<file path="src/rtl/keypad_pkg.sv">
// Shared encodings and helpers for the keypad scanner and its event FIFO.
package keypad_pkg;

  // Event kinds carried in the top two bits of every FIFO word
  localparam logic [1:0] KIND_PRESS   = 2'b01;
  localparam logic [1:0] KIND_RELEASE = 2'b10;
  localparam logic [1:0] KIND_REPEAT  = 2'b11;

  // Classification of one complete scan frame
  typedef enum logic [1:0] {
    CLS_NONE  = 2'd0,
    CLS_KEY   = 2'd1,
    CLS_MULTI = 2'd2
  } frame_cls_t;

  // Ceiling log2, usable in constant expressions
  function automatic int clog2(input int value);
    int res;
    int v;
    res = 0;
    v   = value - 1;
    while (v > 0) begin
      res = res + 1;
      v   = v >> 1;
    end
    return res;
  endfunction

endpackage

</file>
<file path="src/rtl/key_event_fifo.sv">
// First-word-fall-through event FIFO with drop-on-full and sticky overflow.
module key_event_fifo
  import keypad_pkg::*;
#(
  parameter int WIDTH = 6,
  parameter int DEPTH = 4
) (
  input  logic             clk,
  input  logic             rst,
  input  logic             push,
  input  logic [WIDTH-1:0] push_data,
  input  logic             pop_ready,
  output logic             out_valid,
  output logic [WIDTH-1:0] out_data,
  output logic             overflow,
  input  logic             ovf_clr
);

  localparam int PTR_W = clog2(DEPTH);
  localparam int CNT_W = clog2(DEPTH + 1);

  logic [WIDTH-1:0] mem [DEPTH];
  logic [PTR_W-1:0] wr_ptr;
  logic [PTR_W-1:0] rd_ptr;
  logic [CNT_W-1:0] count;
  logic             do_pop;
  logic             do_push;

  assign out_valid = (count != '0);
  assign out_data  = out_valid ? mem[rd_ptr] : '0;
  assign do_pop    = out_valid && pop_ready;
  // A full FIFO still takes a push when the head leaves in the same cycle
  assign do_push   = push && ((count != CNT_W'(DEPTH)) || do_pop);

  // Pointer and occupancy bookkeeping
  always_ff @(posedge clk or negedge rst) begin
    if (!rst) begin
      wr_ptr <= '0;
      rd_ptr <= '0;
      count  <= '0;
    end else begin
      if (do_push) wr_ptr <= wr_ptr + 1'b1;
      if (do_pop)  rd_ptr <= rd_ptr + 1'b1;
      case ({do_push, do_pop})
        2'b10:   count <= count + 1'b1;
        2'b01:   count <= count - 1'b1;
        default: count <= count;
      endcase
    end
  end

  // Storage array; contents are only ever read behind a valid count
  always_ff @(posedge clk) begin
    if (do_push) mem[wr_ptr] <= push_data;
  end

  // Sticky drop flag; a new drop wins over a simultaneous clear
  always_ff @(posedge clk or negedge rst) begin
    if (!rst) begin
      overflow <= 1'b0;
    end else if (push && !do_push) begin
      overflow <= 1'b1;
    end else if (ovf_clr) begin
      overflow <= 1'b0;
    end
  end

endmodule

</file>
<file path="src/rtl/keypad_scan_fifo.sv">
// Matrix keypad scanner: column drive, row synchroniser, frame debounce,
// press/release/repeat event generation into a small event FIFO.
module keypad_scan_fifo
  import keypad_pkg::*;
#(
  parameter  int NUM_ROWS       = 4,
  parameter  int NUM_COLS       = 4,
  parameter  int SCAN_DIV       = 50000,
  parameter  int DEBOUNCE_SCANS = 4,
  parameter  int REPEAT_SCANS   = 0,
  parameter  int REPORT_RELEASE = 1,
  parameter  int FIFO_DEPTH     = 4,
  localparam int CODE_W         = clog2(NUM_ROWS * NUM_COLS)
) (
  input  logic                clk,
  input  logic                rst,
  input  logic [NUM_ROWS-1:0] fila,
  output logic [NUM_COLS-1:0] col,
  output logic                ev_valid,
  input  logic                ev_ready,
  output logic [CODE_W+1:0]   ev_data,
  output logic                key_down,
  output logic [CODE_W-1:0]   key_code,
  output logic                overflow,
  input  logic                ovf_clr
);

  localparam int COL_W  = clog2(NUM_COLS);
  localparam int DIV_W  = clog2(SCAN_DIV + 1);
  localparam int STAB_W = clog2(DEBOUNCE_SCANS + 1);
  localparam int REP_W  = clog2(REPEAT_SCANS + 2);

  logic [NUM_ROWS-1:0] fila_s1, fila_s2;
  logic                scan_en;
  logic [COL_W-1:0]    col_idx;
  logic [DIV_W-1:0]    div_cnt;
  logic                slot_end, frame_done;

  logic [1:0]          col_n, base_n, tot_n, acc_n;
  logic [2:0]          sum_n;
  logic [CODE_W-1:0]   col_code, tot_code, acc_code;

  frame_cls_t          res_cls, cand_cls;
  logic [CODE_W-1:0]   res_code, cand_code;
  logic [STAB_W-1:0]   stab_cnt, new_stab;
  logic                differs, accept;
  logic [REP_W-1:0]    rep_cnt;

  logic                push_v, pend_v;
  logic [CODE_W+1:0]   push_d;
  logic [CODE_W-1:0]   pend_code;

  // Two-flop synchroniser on the raw rows (idle level is high)
  always_ff @(posedge clk or negedge rst) begin
    if (!rst) begin
      fila_s1 <= '1;
      fila_s2 <= '1;
    end else begin
      fila_s1 <= fila;
      fila_s2 <= fila_s1;
    end
  end

  assign slot_end   = scan_en && (div_cnt == DIV_W'(SCAN_DIV - 1));
  assign frame_done = slot_end && (col_idx == COL_W'(NUM_COLS - 1));

  // Column slot timer; scan_en holds the columns idle until the first edge after reset
  always_ff @(posedge clk or negedge rst) begin
    if (!rst) begin
      scan_en <= 1'b0;
      col_idx <= '0;
      div_cnt <= '0;
    end else if (!scan_en) begin
      scan_en <= 1'b1;
    end else if (slot_end) begin
      div_cnt <= '0;
      col_idx <= (col_idx == COL_W'(NUM_COLS - 1)) ? '0 : col_idx + 1'b1;
    end else begin
      div_cnt <= div_cnt + 1'b1;
    end
  end

  // Active-low one-hot column drive
  always_comb begin
    col = '1;
    if (scan_en) col[col_idx] = 1'b0;
  end

  // Closed switches in the current column: saturating count and lowest row's code
  always_comb begin
    col_n    = 2'd0;
    col_code = '0;
    for (int unsigned r = 0; r < NUM_ROWS; r++) begin
      if (!fila_s2[r]) begin
        if (col_n == 2'd0) col_code = CODE_W'(r * NUM_COLS) + CODE_W'(col_idx);
        if (col_n != 2'd2) col_n = col_n + 2'd1;
      end
    end
  end

  // Fold this column into the running frame result; column 0 starts a fresh frame
  always_comb begin
    base_n   = (col_idx == '0) ? 2'd0 : acc_n;
    sum_n    = {1'b0, base_n} + {1'b0, col_n};
    tot_n    = (sum_n >= 3'd2) ? 2'd2 : sum_n[1:0];
    tot_code = (base_n != 2'd0) ? acc_code : col_code;
    res_cls  = (tot_n == 2'd0) ? CLS_NONE : ((tot_n == 2'd1) ? CLS_KEY : CLS_MULTI);
    res_code = (tot_n == 2'd1) ? tot_code : '0;
  end

  // Per-frame accumulator, written at every column sample
  always_ff @(posedge clk or negedge rst) begin
    if (!rst) begin
      acc_n    <= 2'd0;
      acc_code <= '0;
    end else if (slot_end) begin
      acc_n    <= tot_n;
      acc_code <= tot_code;
    end
  end

  // Debounce decision for the frame completing this cycle; MULTI never differs
  always_comb begin
    if ((res_cls == cand_cls) && (res_code == cand_code)) begin
      new_stab = (stab_cnt == STAB_W'(DEBOUNCE_SCANS)) ? stab_cnt : stab_cnt + 1'b1;
    end else begin
      new_stab = STAB_W'(1);
    end
    case (res_cls)
      CLS_NONE: differs = key_down;
      CLS_KEY:  differs = !key_down || (key_code != res_code);
      default:  differs = 1'b0;
    endcase
    accept = frame_done && (new_stab == STAB_W'(DEBOUNCE_SCANS)) && differs;
  end

  // Accepted state, repeat timer and event generation.
  // A key-to-key change queues the press in pend_* so it follows the release by one cycle.
  always_ff @(posedge clk or negedge rst) begin
    if (!rst) begin
      cand_cls  <= CLS_NONE;
      cand_code <= '0;
      stab_cnt  <= '0;
      key_down  <= 1'b0;
      key_code  <= '0;
      rep_cnt   <= '0;
      push_v    <= 1'b0;
      push_d    <= '0;
      pend_v    <= 1'b0;
      pend_code <= '0;
    end else begin
      push_v <= 1'b0;
      if (pend_v) begin
        pend_v <= 1'b0;
        push_v <= 1'b1;
        push_d <= {KIND_PRESS, pend_code};
      end
      if (frame_done) begin
        cand_cls  <= res_cls;
        cand_code <= res_code;
        stab_cnt  <= new_stab;
        if (accept) begin
          rep_cnt <= '0;
          if (res_cls == CLS_KEY) begin
            key_down <= 1'b1;
            key_code <= res_code;
            if (key_down && (REPORT_RELEASE != 0)) begin
              push_v    <= 1'b1;
              push_d    <= {KIND_RELEASE, key_code};
              pend_v    <= 1'b1;
              pend_code <= res_code;
            end else begin
              push_v <= 1'b1;
              push_d <= {KIND_PRESS, res_code};
            end
          end else begin
            key_down <= 1'b0;
            if (REPORT_RELEASE != 0) begin
              push_v <= 1'b1;
              push_d <= {KIND_RELEASE, key_code};
            end
          end
        end else if ((REPEAT_SCANS != 0) && key_down) begin
          if (rep_cnt == REP_W'(REPEAT_SCANS - 1)) begin
            rep_cnt <= '0;
            push_v  <= 1'b1;
            push_d  <= {KIND_REPEAT, key_code};
          end else begin
            rep_cnt <= rep_cnt + 1'b1;
          end
        end
      end
    end
  end

  key_event_fifo #(
    .WIDTH (CODE_W + 2),
    .DEPTH (FIFO_DEPTH)
  ) u_fifo (
    .clk       (clk),
    .rst       (rst),
    .push      (push_v),
    .push_data (push_d),
    .pop_ready (ev_ready),
    .out_valid (ev_valid),
    .out_data  (ev_data),
    .overflow  (overflow),
    .ovf_clr   (ovf_clr)
  );

endmodule

</file>
<file path="config.mk">
export PLATFORM = sky130hd
export DESIGN_NAME = keypad_scan_fifo
export DESIGN_NICKNAME = d
export VERILOG_FILES = /design/src/rtl/keypad_pkg.sv /design/src/rtl/key_event_fifo.sv /design/src/rtl/keypad_scan_fifo.sv
export SDC_FILE = /design/constraint.sdc
export NUM_CORES = 1
export LEC_CHECK = 0
export ABC_AREA = 1
export BUFFER_PORTS_ARGS = -buffer_cell sky130_fd_sc_hd__buf_2
export CAP_MARGIN = 20
export CORE_ASPECT_RATIO = 1.2
export CORE_MARGIN = 5
export CORE_UTILIZATION = 45
export DETAILED_ROUTE_END_ITERATION = 8
export GPL_TIMING_DRIVEN = 0
export MAX_ROUTING_LAYER = met4
export SKIP_LAST_GASP = 1
export SYNTH_ARGS = -nofsm -noshare
export SYNTH_HDL_FRONTEND = slang
export SYNTH_SLANG_ARGS = --single-unit
export TNS_END_PERCENT = 10
</file>
<file path="constraint.sdc">
create_clock -name clk -period 4.07 [get_ports clk]
set_input_delay 0.2035 -clock clk [delete_from_list [all_inputs] [get_ports clk]]
set_output_delay 0.2035 -clock clk [all_outputs]
set_load 0.01 [all_outputs]
</file>
# Word-level counts from Yosys, hierarchy flattened
# Memories as Yosys holds them, arrays and structs flattened.
# Index checks and enable logic that the tools add are counted.
[word_totals]
register_bits = 67
mem_bits_rw = 24
out_inout_bits = 17
n_memories = 1
[op_classes]
addsub = 14
n_lt_le_gt_ge = 3
n_eq_ne = 15
muxes = 47
bitwise_logic = 1
reduce_logical = 27
[mem_list]
columns = ["memory", "words", "width", "read_ports", "rd_ports_with_merged_regs", "write_ports", "line", "rtl"]
rows = [
  ["u_fifo.mem", 4, 6, 1, 0, 1, "key_event_fifo.sv:22", "logic [WIDTH-1:0] mem [DEPTH];"],
]
[op_table]
columns = ["op", "n"]
rows = [
  ["two-way mux 4 bit", 9],
  ["two-way mux 6 bit", 6],
  ["two-way mux 2 bit", 12],
  ["adder 16 x 1 -> 16 bit (second input constant)", 1],
  ["equality test 16 bit (second input constant)", 1],
  ["two-way mux 16 bit", 1],
  ["two-way mux 1 bit", 14],
  ["adder 2 x 1 -> 2 bit (second input constant)", 6],
  ["logical NOT 2 bit", 6],
  ["logical AND 1 bit", 9],
  ["adder 3 x 1 -> 3 bit (second input constant)", 2],
  ["equality test 2 x 1 -> 1 bit (second input constant)", 3],
  ["equality test 3 bit (second input constant)", 2],
  ["two-way mux 3 bit", 2],
  ["!= test 2 bit (second input constant)", 3],
  ["case mux 3 bit (2 select lines)", 1],
  ["nonzero test 2 bit", 3],
  ["adder 3 x 2 -> 4 bit (first input constant)", 1],
  ["adder 3 x 3 -> 4 bit (first input constant)", 1],
  ["adder 4 x 2 -> 4 bit (first input constant)", 1],
  ["equality test 2 bit (second input constant)", 2],
  ["equality test 4 bit", 1],
  ["!= test 4 bit", 1],
  ["inverter 4 bit", 1],
  ["15 further kinds", 18],
]

# Logic depth before layout (Yosys ltp)
# Gate-level depths: netlist (run 1).
[logic_depth]
ltp_word = 24
ltp_mapped = 24
mapped_depth_nobuf = 24

# Hierarchy
# Synthesis (run 1) repeated with hierarchy kept, for this count alone.
[unflattened]
hier_cells = 552
area_unflattened_um2 = 4703.3
[modules_own_cells]
columns = ["module", "n_inst", "cells_per_inst", "area_each_um2", "seq_area_each_um2"]
rows = [
  ["keypad_scan_fifo", 1, 422, 3285.7, 1486.4],
  ["key_event_fifo", 1, 130, 1417.6, 920.9],
]

# Worst setup path before layout (run 1)
# No wires, ideal clock.
[synth_timing]
path_kind = "reg-to-reg"
start = "register fila_s2[0]"
end = "register push_d[0]"
t_arrival_ns = 3.225
required_ns = 3.947
slack_ns = 0.721
stages_incl_launch_ff = 22
n_path_buf = 1
period_less_slack_ns = 3.349
path_cell_list = "dfstp_2 inv_1 ha_1 nand2_1 nand2_1 inv_1 o21ai_0 ha_1 fa_1 nor2_4 inv_2 nor2_8 buf_8 nand2_4 nand2_2 nand2_4 nor2_8 nand4_4 nor2_8 inv_6 nand2_2 o21ai_2"
[synth_via]
elab_chain_len = 24
word_cells_on_any_way = 48
classes_between = "add/sub (4); order compare (1); eq/ne (9); mux (25); reduce/logical (9)"
[synth_rtl]
columns = ["item", "line", "rtl"]
rows = [
  ["start, declared", "keypad_scan_fifo.sv:33", "logic [NUM_ROWS-1:0] fila_s1, fila_s2;"],
  ["start signal, assigned", "keypad_scan_fifo.sv:60", "fila_s2 <= fila_s1;"],
  ["two-way mux 1 bit", "keypad_scan_fifo.sv:94", "if (!fila_s2[r]) begin"],
  ["adder 2 x 1 -> 2 bit or != test 2 bit (tied branches)", "keypad_scan_fifo.sv:96", "if (col_n != 2'd2) col_n = col_n + 2'd1;"],
  ["two-way mux 2 bit", "keypad_scan_fifo.sv:96", ""],
  ["two-way mux 2 bit", "keypad_scan_fifo.sv:94", ""],
  ["adder 2 x 1 -> 2 bit or != test 2 bit (tied branches)", "keypad_scan_fifo.sv:96", ""],
  ["two-way mux 2 bit", "keypad_scan_fifo.sv:96", ""],
  ["two-way mux 2 bit", "keypad_scan_fifo.sv:94", ""],
  ["adder 2 x 1 -> 2 bit or != test 2 bit (tied branches)", "keypad_scan_fifo.sv:96", ""],
  ["[6 not listed]", "n/a", ""],
  ["two-way mux 2 bit (2 in a row)", "keypad_scan_fifo.sv:107", "res_cls = (tot_n == 2'd0) ? CLS_NONE : ((tot_n == 2'd1) ? CLS_KEY : CLS_MULTI);"],
  ["equality test 2 bit", "keypad_scan_fifo.sv:124", "if ((res_cls == cand_cls) && (res_code == cand_code)) begin"],
  ["logical AND 1 bit", "keypad_scan_fifo.sv:124", ""],
  ["two-way mux 3 bit", "keypad_scan_fifo.sv:124", ""],
  ["equality test 3 bit", "keypad_scan_fifo.sv:134", "accept = frame_done && (new_stab == STAB_W'(DEBOUNCE_SCANS)) && differs;"],
  ["logical AND 1 bit (2 in a row)", "keypad_scan_fifo.sv:134", ""],
  ["two-way mux 6 bit (*)", "keypad_scan_fifo.sv:162", "if (accept) begin"],
  ["two-way mux 6 bit (*)", "keypad_scan_fifo.sv:158", "if (frame_done) begin"],
  ["end signal, assigned", "keypad_scan_fifo.sv:156", "push_d <= {KIND_PRESS, pend_code};"],
  ["end signal, assigned", "keypad_scan_fifo.sv:169", "push_d <= {KIND_RELEASE, key_code};"],
  ["end signal, assigned", "keypad_scan_fifo.sv:174", "push_d <= {KIND_PRESS, res_code};"],
  ["end, declared", "keypad_scan_fifo.sv:50", "logic [CODE_W+1:0] push_d;"],
]
# Mark *: on every way between the ends. The rest lies on a longest branch, timed or not.
# A chain may end at the register's enable or synchronous reset.

# Worst setup path in the final report (run 1)
# Same ends and word-level chain as after synthesis.

==> results.py, run 1 <==
metrics = {
    "drt": {
        "drt-vias-per-instance": 5.02,
        "drtIter0Drc": 189,
        "vias": 3616,
        "post_drt_wl_per_cell_um": 13.4,
        "first_pass_iters": 5,
        "drcViolationCount": 0,
        "postRouteAntennaNets": 0,
        "wirelength_mm": 9.67,
    },
    "global_route": {
        "grt_use_met2_pct": 30.7,
        "grt_overflow": 0,
        "grt_pass1_wl_mm": 17.2,
        "use_met3_pct": 3.39,
        "grt_max_degree": 68,
        "grt_usage_pct": 16.8,
        "top_usage_layer": "met2",
        "grt_pass1_vias": 3714,
        "antenna_found_initial": 0,
        "met1_usage_pct": 18.6,
    },
    "layout": {
        "nNetsFinal": 612,
        "layout-drive-gt1-share_pct": 17.3,
        "n_fill_cell": 971,
        "n_antenna_cell": 0,
        "design_area_um2": 5460,
        "area_growth_pct": 12.9,
    },
    "synth": {
        "postSynthCellCount": 547,
        "ys_seq_area_share_pct": 49.8,
        "synth_nets": 573,
        "avgSynthCellArea_um2": 8.83,
        "ys_warn_count": 0,
        "netlist_area_um2": 4830,
        "yosysUniqueCellTypes": 45,
        "synth_seq_cells": 91,
    },
    "place": {
        "io_buffers": 24,
        "place_area_um2": 5110,
        "globalplace.congestion": 0.841,
        "hpwl_mm": 7.16,
        "place_ws_ps": 365,
    },
    "timing": {
        "fmax_ghz": 0.270,
        "skew_ps": 4.91,
        "fin_tns_setup_ps": 0,
        "rsz0062_at_grt": "no",
        "tightestPinTransition_ps": 846,
        "period_minus_slack_ps": 3710,
        "setup_violations": 0,
        "holdWs_ps": -40.5,
        "hold_viol": 47,
        "maxSlewHeadroom_pct": 43.6,
        "drv_slew": 0,
        "fin_crit_sh_pct": 91.1,
        "setup_slack_ps": 362,
    },
    "cts": {
        "cts_buffer_depth": 2,
        "cts_hold_buf": 4,
        "post_cts_buffers": 0,
        "cts-root-buf": "clkbuf_16",
        "cts_tree": "built",
        "numCtsBuffers": 9,
        "cts_sinks": 91,
        "cts.clk_slew.worst_paths_ps": 70,
        "htree_num_levels": 3,
        "cts_resized": 0,
        "clock_latency_ps": 340,
    },
    "floorplanning": {
        "dieArea_um2": 12900,
        "die_x_um": 105,
        "start_util_pct": 45.9,
        "num_rows": 41,
        "ioPinCount": 25,
        "core-area_um2": 10500,
        "die_h_um": 124,
    },
    "critical_path": {
        "cp_slowest_stage_delay_ps": 570,
        "worstSetupStartpoint": "fila_s2[0]",
        "crit_fanout": 10,
        "critPathLaunchType": "register",
        "worstPathRequired_ps": 4290,
        "crit_path_top_delay_cell": "dfstp_2",
        "r2r_start": "fila_s2[0]",
        "cp.arrival_ps": 3930,
        "crit_path_end_kind": "register",
        "path_class": "register to register",
        "crit_chain": "inv_1 > ha_1 > nand2_1 > nand2_1 > inv_1 > o21ai_0 > ha_1 > fa_1 > nor2_4 > inv_2 > nor2_8 > nand2_2 > a21oi_1 > o21ai_1 > nor2_4 > nand4_4 > nor2_8 > inv_6 > nand2_2 > o21ai_2",
    },
    "pwr": {
        "peakVddDrop_v": 0.000214,
        "powerDensity_nw_per_um2": 423,
        "pwr-share-clk_pct": 36.4,
        "netSwitchingFraction_pct": 29.4,
        "pwr-share-seq_pct": 45.2,
        "internal-power_uw": 1630,
        "p_switching_uw": 677,
        "comb_power_share_pct": 18.4,
        "p_leak_uw": 0.00255,
    },
    "run": {
        "maxCapViolations": 0,
    },
    "worst_hold_path": {
        "hp-class": "primary input to asynchronous set/reset pin",
    },
    "status": {
        "outcome": "complete, but fails checks",
        "violations": "hold timing",
    },
}
state kept, by name (all words and copies together), names as in the netlist, 3 cells and up:
signal        flops
u_fifo.mem       24
div_cnt          16
push_d            6
acc_code          4
cand_code         4
fila_s1           4
fila_s2           4
key_code          4
pend_code         4
stab_cnt          3
u_fifo.count      3
layout make-up:
type	count	area, µm²	share of cell area, %
clock inverters	7	76.3	1.40
clock buffers	9	225	4.13
multi-input cells	367	2070	37.9
inverters	83	317	5.80
repair buffers	28	163	2.98
well taps	129	161	2.96
plain buffers	6	37.5	0.688
flip-flops and latches	91	2410	44.1
metal layers:
metal / vias to the layer above / share of wire, %
li1: 1848 / -
met1: 1702 / 42
met2: 55 / 53
met3: 11 / 3.4
met4: 0 / 1.3
met5: - / 0
through the flow:
step | util [%] | total power, µW | cells | hold WS (ps)
CTS | 51.9 | 2340 | 720 | 8.87
finish | 51.9 | 2310 | 720 | -40.5
detailed placement | 48.6 | 1490 | 700 | 311
global placement | 48.6 | 1480 | 700 | 309
floorplan | - | 1350 | 547 | -92.1
global route | 51.9 | 2440 | 720 | 23.2
final timing paths:
check	end	slack (ps)	cells past startpoint
setup / recovery	push_d[0]	360	20
hold / removal	u_fifo.count[0]	-40	1
setup reg to reg	push_d[0]	360	20
hold reg to reg	fila_s2[1]	360	0
max in group asynchronous	cand_code[1]	3550	1
min in group clk	u_fifo.overflow	50	2
Yosys cell counts (all sizes together):
| master | number | share of area (%) |
|---|---|---|
| a211oi | 1 | 0.16 |
| a21oi | 22 | 2.3 |
| a221oi | 1 | 0.18 |
| a22oi | 1 | 0.16 |
| a31oi | 2 | 0.26 |
| and3 | 1 | 0.13 |
| buf | 2 | 0.47 |
| clkbuf | 4 | 0.31 |
| conb | 1 | 0.078 |
| dfrtp | 59 | 31 |
| dfstp | 8 | 4.4 |
| edfxtp | 24 | 15 |
| fa | 2 | 0.83 |
| ha | 16 | 4.1 |
| inv | 83 | 6.6 |
| nand2 | 137 | 12 |
| nand3 | 31 | 3.9 |
| nand4 | 11 | 1.7 |
| nor2 | 66 | 6.8 |
| nor3 | 3 | 0.31 |
| nor3b | 1 | 0.16 |
| nor4 | 7 | 1.2 |
| o211ai | 1 | 0.16 |
| o21a | 1 | 0.16 |
| o21ai | 47 | 5.2 |
| o221a | 1 | 0.23 |
| o22ai | 1 | 0.13 |
| or2 | 2 | 0.26 |
| xnor2 | 1 | 0.18 |
| xor2 | 10 | 1.8 |
power groups by stage:
stage               clock, µW  sequential, µW  combinational (µW)
floorplan                   0            1050                 307
global placement            0            1060                 418
finish                    838            1040                 424
CTS                       856            1040                 435
detailed placement          0            1060                 429
global route              899            1050                 488
critical path, delay by kind of cell, from the launching register on:
family	cells	cell delay [ps]
buffers and inverters	4	310
DFF	1	570
AOI/OAI and AO/OA	4	430
and+or+nand+nor	9	1210
adders and majority gates	3	1070
logic make-up after synthesis:
family / Yosys count / share of synthesized area [%]
other cells: 1 / 0.0776
compound gates: 78 / 8.88
xor+xnor: 11 / 1.99
buf+inv: 89 / 7.33
flops: 91 / 49.8
simple gates: 259 / 26.9
fa+ha+maj: 18 / 4.97
cell usage in the layout, fill, tap and decap left out, drive strengths merged:
master,count
nand3,31
ha,16
a22oi,1
o211ai,1
dfstp,8
xnor2,1
nor3,3
conb,1
or2,2
nor2,66
a221oi,1
dfrtp,59
nor4,7
bufinv,1
o22ai,1
a211oi,1
nor3b,1
o21ai,47
inv,85
o21a,1
edfxtp,24
a31oi,2
clkinvlp,3
nand4,11
nand2,137
a21oi,22
clkbuf,13
and3,1
dlygate4sd3,4
clkinv,1
xor2,10
o221a,1
fa,2
buf,26
Power figures use the tool's default switching activity.
==> run 2: changes to the inputs <==
- ABC_AREA: 1 -> unset
==> run 2 against run 1 <==
  * Wire length fell by 11%
  * Clock skew increased by 1.0 ps
  * Via count shrank 16%
  * Global-route usage decreased by 0.97 points
  * Critical path type unchanged
  * Setup slack worse by 160 ps
  * Sequential share of layout area increased by 0.76 points
  * The run now ends clean
==> results.py, run 2 <==
metrics = {
    "timing": {
        "maxSlewHeadroom_pct": 41.9,
        "holdWs_ps": 50.7,
        "hold_viol": 0,
        "setup_violations": 0,
        "tightestPinTransition_ps": 863,
        "rsz0062_at_grt": "yes",
        "fmax_ghz": 0.258,
        "fin_crit_sh_pct": 95.1,
        "period_minus_slack_ps": 3870,
        "skew_ps": 5.96,
        "drv_slew": 0,
    },
    "critical_path": {
        "critPathLaunchType": "register",
        "critPathTopFamily": "simple AND/OR/NAND/NOR gates",
        "cp_num_cells": 13,
        "worstPathRequired_ps": 4260,
        "reg2reg_depth": 13,
        "r2r_start": "fila_s2[1]",
        "path_buf_inv": 1,
        "crit_fanout": 8,
        "cp.arrival_ps": 4060,
        "path_class": "register to register",
        "critPathCapture": "push_d[5]",
        "r2r_setup_slack_ps": 200,
        "crit_path_end_kind": "register",
        "worstSetupStartpoint": "fila_s2[1]",
        "cp_slowest_stage_delay_ps": 560,
        "crit_chain": "inv_1 > ha_2 > nor2b_1 > xnor2_1 > a21oi_2 > fa_2 > nor2_4 > nand2_4 > o31a_1 > nor4b_2 > nand4_1 > or3_1 > mux2i_1",
        "r2r-end": "push_d[5]",
        "crit_path_top_delay_cell": "dfstp_2",
    },
    "drt": {
        "drt-vias-per-instance": 5.24,
        "vias": 3040,
        "wirelength_mm": 8.59,
        "drtIter0Drc": 113,
        "drcViolationCount": 0,
        "postRouteAntennaNets": 0,
        "first_pass_iters": 4,
        "post_drt_wl_per_cell_um": 14.8,
    },
    "floorplanning": {
        "dieArea_um2": 12300,
        "die_x_um": 102,
        "die_h_um": 121,
        "num_rows": 40,
        "ioPinCount": 25,
        "start_util_pct": 45.8,
        "core-area_um2": 10000,
    },
    "run": {
        "maxCapViolations": 0,
    },
    "layout": {
        "area_growth_pct": 16.9,
        "n_antenna_cell": 0,
        "final_cells": 580,
        "nNetsFinal": 475,
        "layout-drive-gt1-share_pct": 21.1,
        "layout.area.seq_um2": 2410,
        "reg_top3": "u_fifo.mem (24), div_cnt (16), push_d (6)",
        "largest_register_ffs": 24,
        "final_common_cell": "dfrtp_1",
        "multi_input_area_um2": 2140,
        "final_core_util_pct": 53.6,
        "final_cell_mix": "59 x dfrtp_1, 46 x nand2_1, 26 x nor2_1",
        "n_fill_cell": 888,
        "largest_register": "u_fifo.mem",
    },
    "synth": {
        "synth_common_cells": "59 x dfrtp_1, 48 x nand2_1, 27 x nor2_1",
        "yosysUniqueCellTypes": 58,
        "avgSynthCellArea_um2": 11.4,
        "synth_edf_count": 24,
        "synth_seq_cells": 91,
        "synthTopCellsByArea": "dfrtp_1 32%, edfxtp_1 16%, dfstp_2 4.6%",
        "ys_warn_count": 0,
        "synth_nets": 429,
        "synth_ff_type": "dfrtp_1",
        "synthArstFlopShare_pct": 73.6,
        "postSynthCellCount": 403,
        "ys_seq_area_share_pct": 52.5,
        "yosys.area.top_type": "dfrtp_1",
        "yosysTopAreaCellShare_pct": 32.2,
        "yosysMostFrequentCell": "dfrtp_1",
        "netlist_area_um2": 4590,
    },
    "pwr": {
        "p_leak_uw": 0.00236,
        "internal-power_uw": 1620,
        "netSwitchingFraction_pct": 26.6,
        "peakVddDrop_v": 0.000230,
        "comb_power_share_pct": 15.6,
        "pwr-share-clk_pct": 37.3,
        "powerDensity_nw_per_um2": 412,
        "p_total_uw": 2210,
        "pwr-share-seq_pct": 47.1,
        "p_switching_uw": 587,
    },
    "global_route": {
        "grt_pass1_wl_mm": 14.8,
        "grt_usage_pct": 15.9,
        "antenna_found_initial": 0,
        "grt_max_degree": 68,
        "grt_overflow": 0,
        "grt_pass1_vias": 3083,
    },
    "place": {
        "globalplace.congestion": 0.833,
        "placed_cells": 552,
        "io_buffers": 23,
        "hpwl_mm": 6.23,
    },
    "cts": {
        "numCtsBuffers": 9,
        "clock_latency_ps": 340,
        "cts_buffer_depth": 2,
        "htree_num_levels": 3,
        "cts_tree": "built",
        "cts_sinks": 91,
        "cts-root-buf": "clkbuf_16",
        "cts.clk_slew.worst_paths_ps": 60,
    },
    "status": {
        "outcome": "complete, no violations",
    },
    "worst_hold_path": {
        "hp-class": "primary input to register",
    },
}
[run 2: cell types whose count changed after synthesis, sizes merged, moves of 7 or more]
cell	delta
nor2	-39
xnor2	+17
nand3	-22
and2	+14
nand2	-88
inv	-62
o21ai	-23
a21oi	-15
mux2	+9
mux2i	+14
nor2b	+7
[run 2: metal layers]
metal	track usage, %	part of all wire [%]	vias up
met5	-	0	-
met4	5.58	1.5	0
met3	4.04	2.9	10
met2	26.8	53	35
met1	18.2	43	1481
li1	-	-	1514
[run 2: metrics by stage]
step | TNS [ps] | area (µm²) | worst slack [ps]
after global placement | -3890 | 4860 | -307
after CTS | 0 | 5260 | 53.5
final | 0 | 5360 | 200
after global routing | -8.18 | 5360 | -6.49
after floorplan | 0 | 4590 | 253
after detailed placement | -4620 | 4860 | -344
[run 2: cells by family after synthesis]
group	synth area share (%)
flip-flops	52.5
AO/OA/AOI/OAI	7.04
other	0.0818
multiplexers	8.21
AND/OR/NAND/NOR	19.3
buffers and inverters	2.84
XOR/XNOR	4.77
adder cells (fa/ha/maj)	5.24
[run 2: power by group through the flow]
stage	clock, µW	combinational, µW	sequential, µW
floorplan	0	253	1040
global placement	0	316	1050
detailed placement	0	332	1060
CTS	852	342	1040
global route	893	398	1050
finish	824	345	1040
[run 2: final cells by class]
type                            instances  share of cell area (%)
Timing Repair Buffer                   35                    4.11
Inverter                               21                    1.47
Sequential cell                        91                    44.9
Tap cell                              126                    2.94
Clock buffer                            9                    4.20
Clock inverter                          7                    1.42
Multi-Input combinational cell        278                    40.0
Buffer                                 13                    1.00
[run 2: how the worst min path moves through the flow]
stage	from	depth (start not counted)	slack, ps	endpoint
final	ovf_clr	2	50	u_fifo.overflow
after floorplan	rst	0	-90	acc_code[0]
after global routing	ovf_clr	2	80	u_fifo.overflow
after global placement	fila[1]	1	310	fila_s1[1]
after CTS	ovf_clr	2	40	u_fifo.overflow
after detailed placement	fila[1]	1	310	fila_s1[1]
[run 2: worst reg2reg max path: stages, from the launching register on]
cell and delay [ps]:
dfstp_2 560, inv_1 70, ha_2 380, nor2b_1 190, xnor2_1 100, a21oi_2 190, fa_2 520, nor2_4 180
nand2_4 130, o31a_1 360, nor4b_2 300, nand4_1 160, or3_1 450, mux2i_1 140
[run 2: repair_timing]
action	CTS	global route
pin swaps	1	4
hold endpoints to repair	6	0
setup buffers	4	3
gates resized for setup	5	17
endpoints found under the setup margin	17	16
hold buffers	5	0
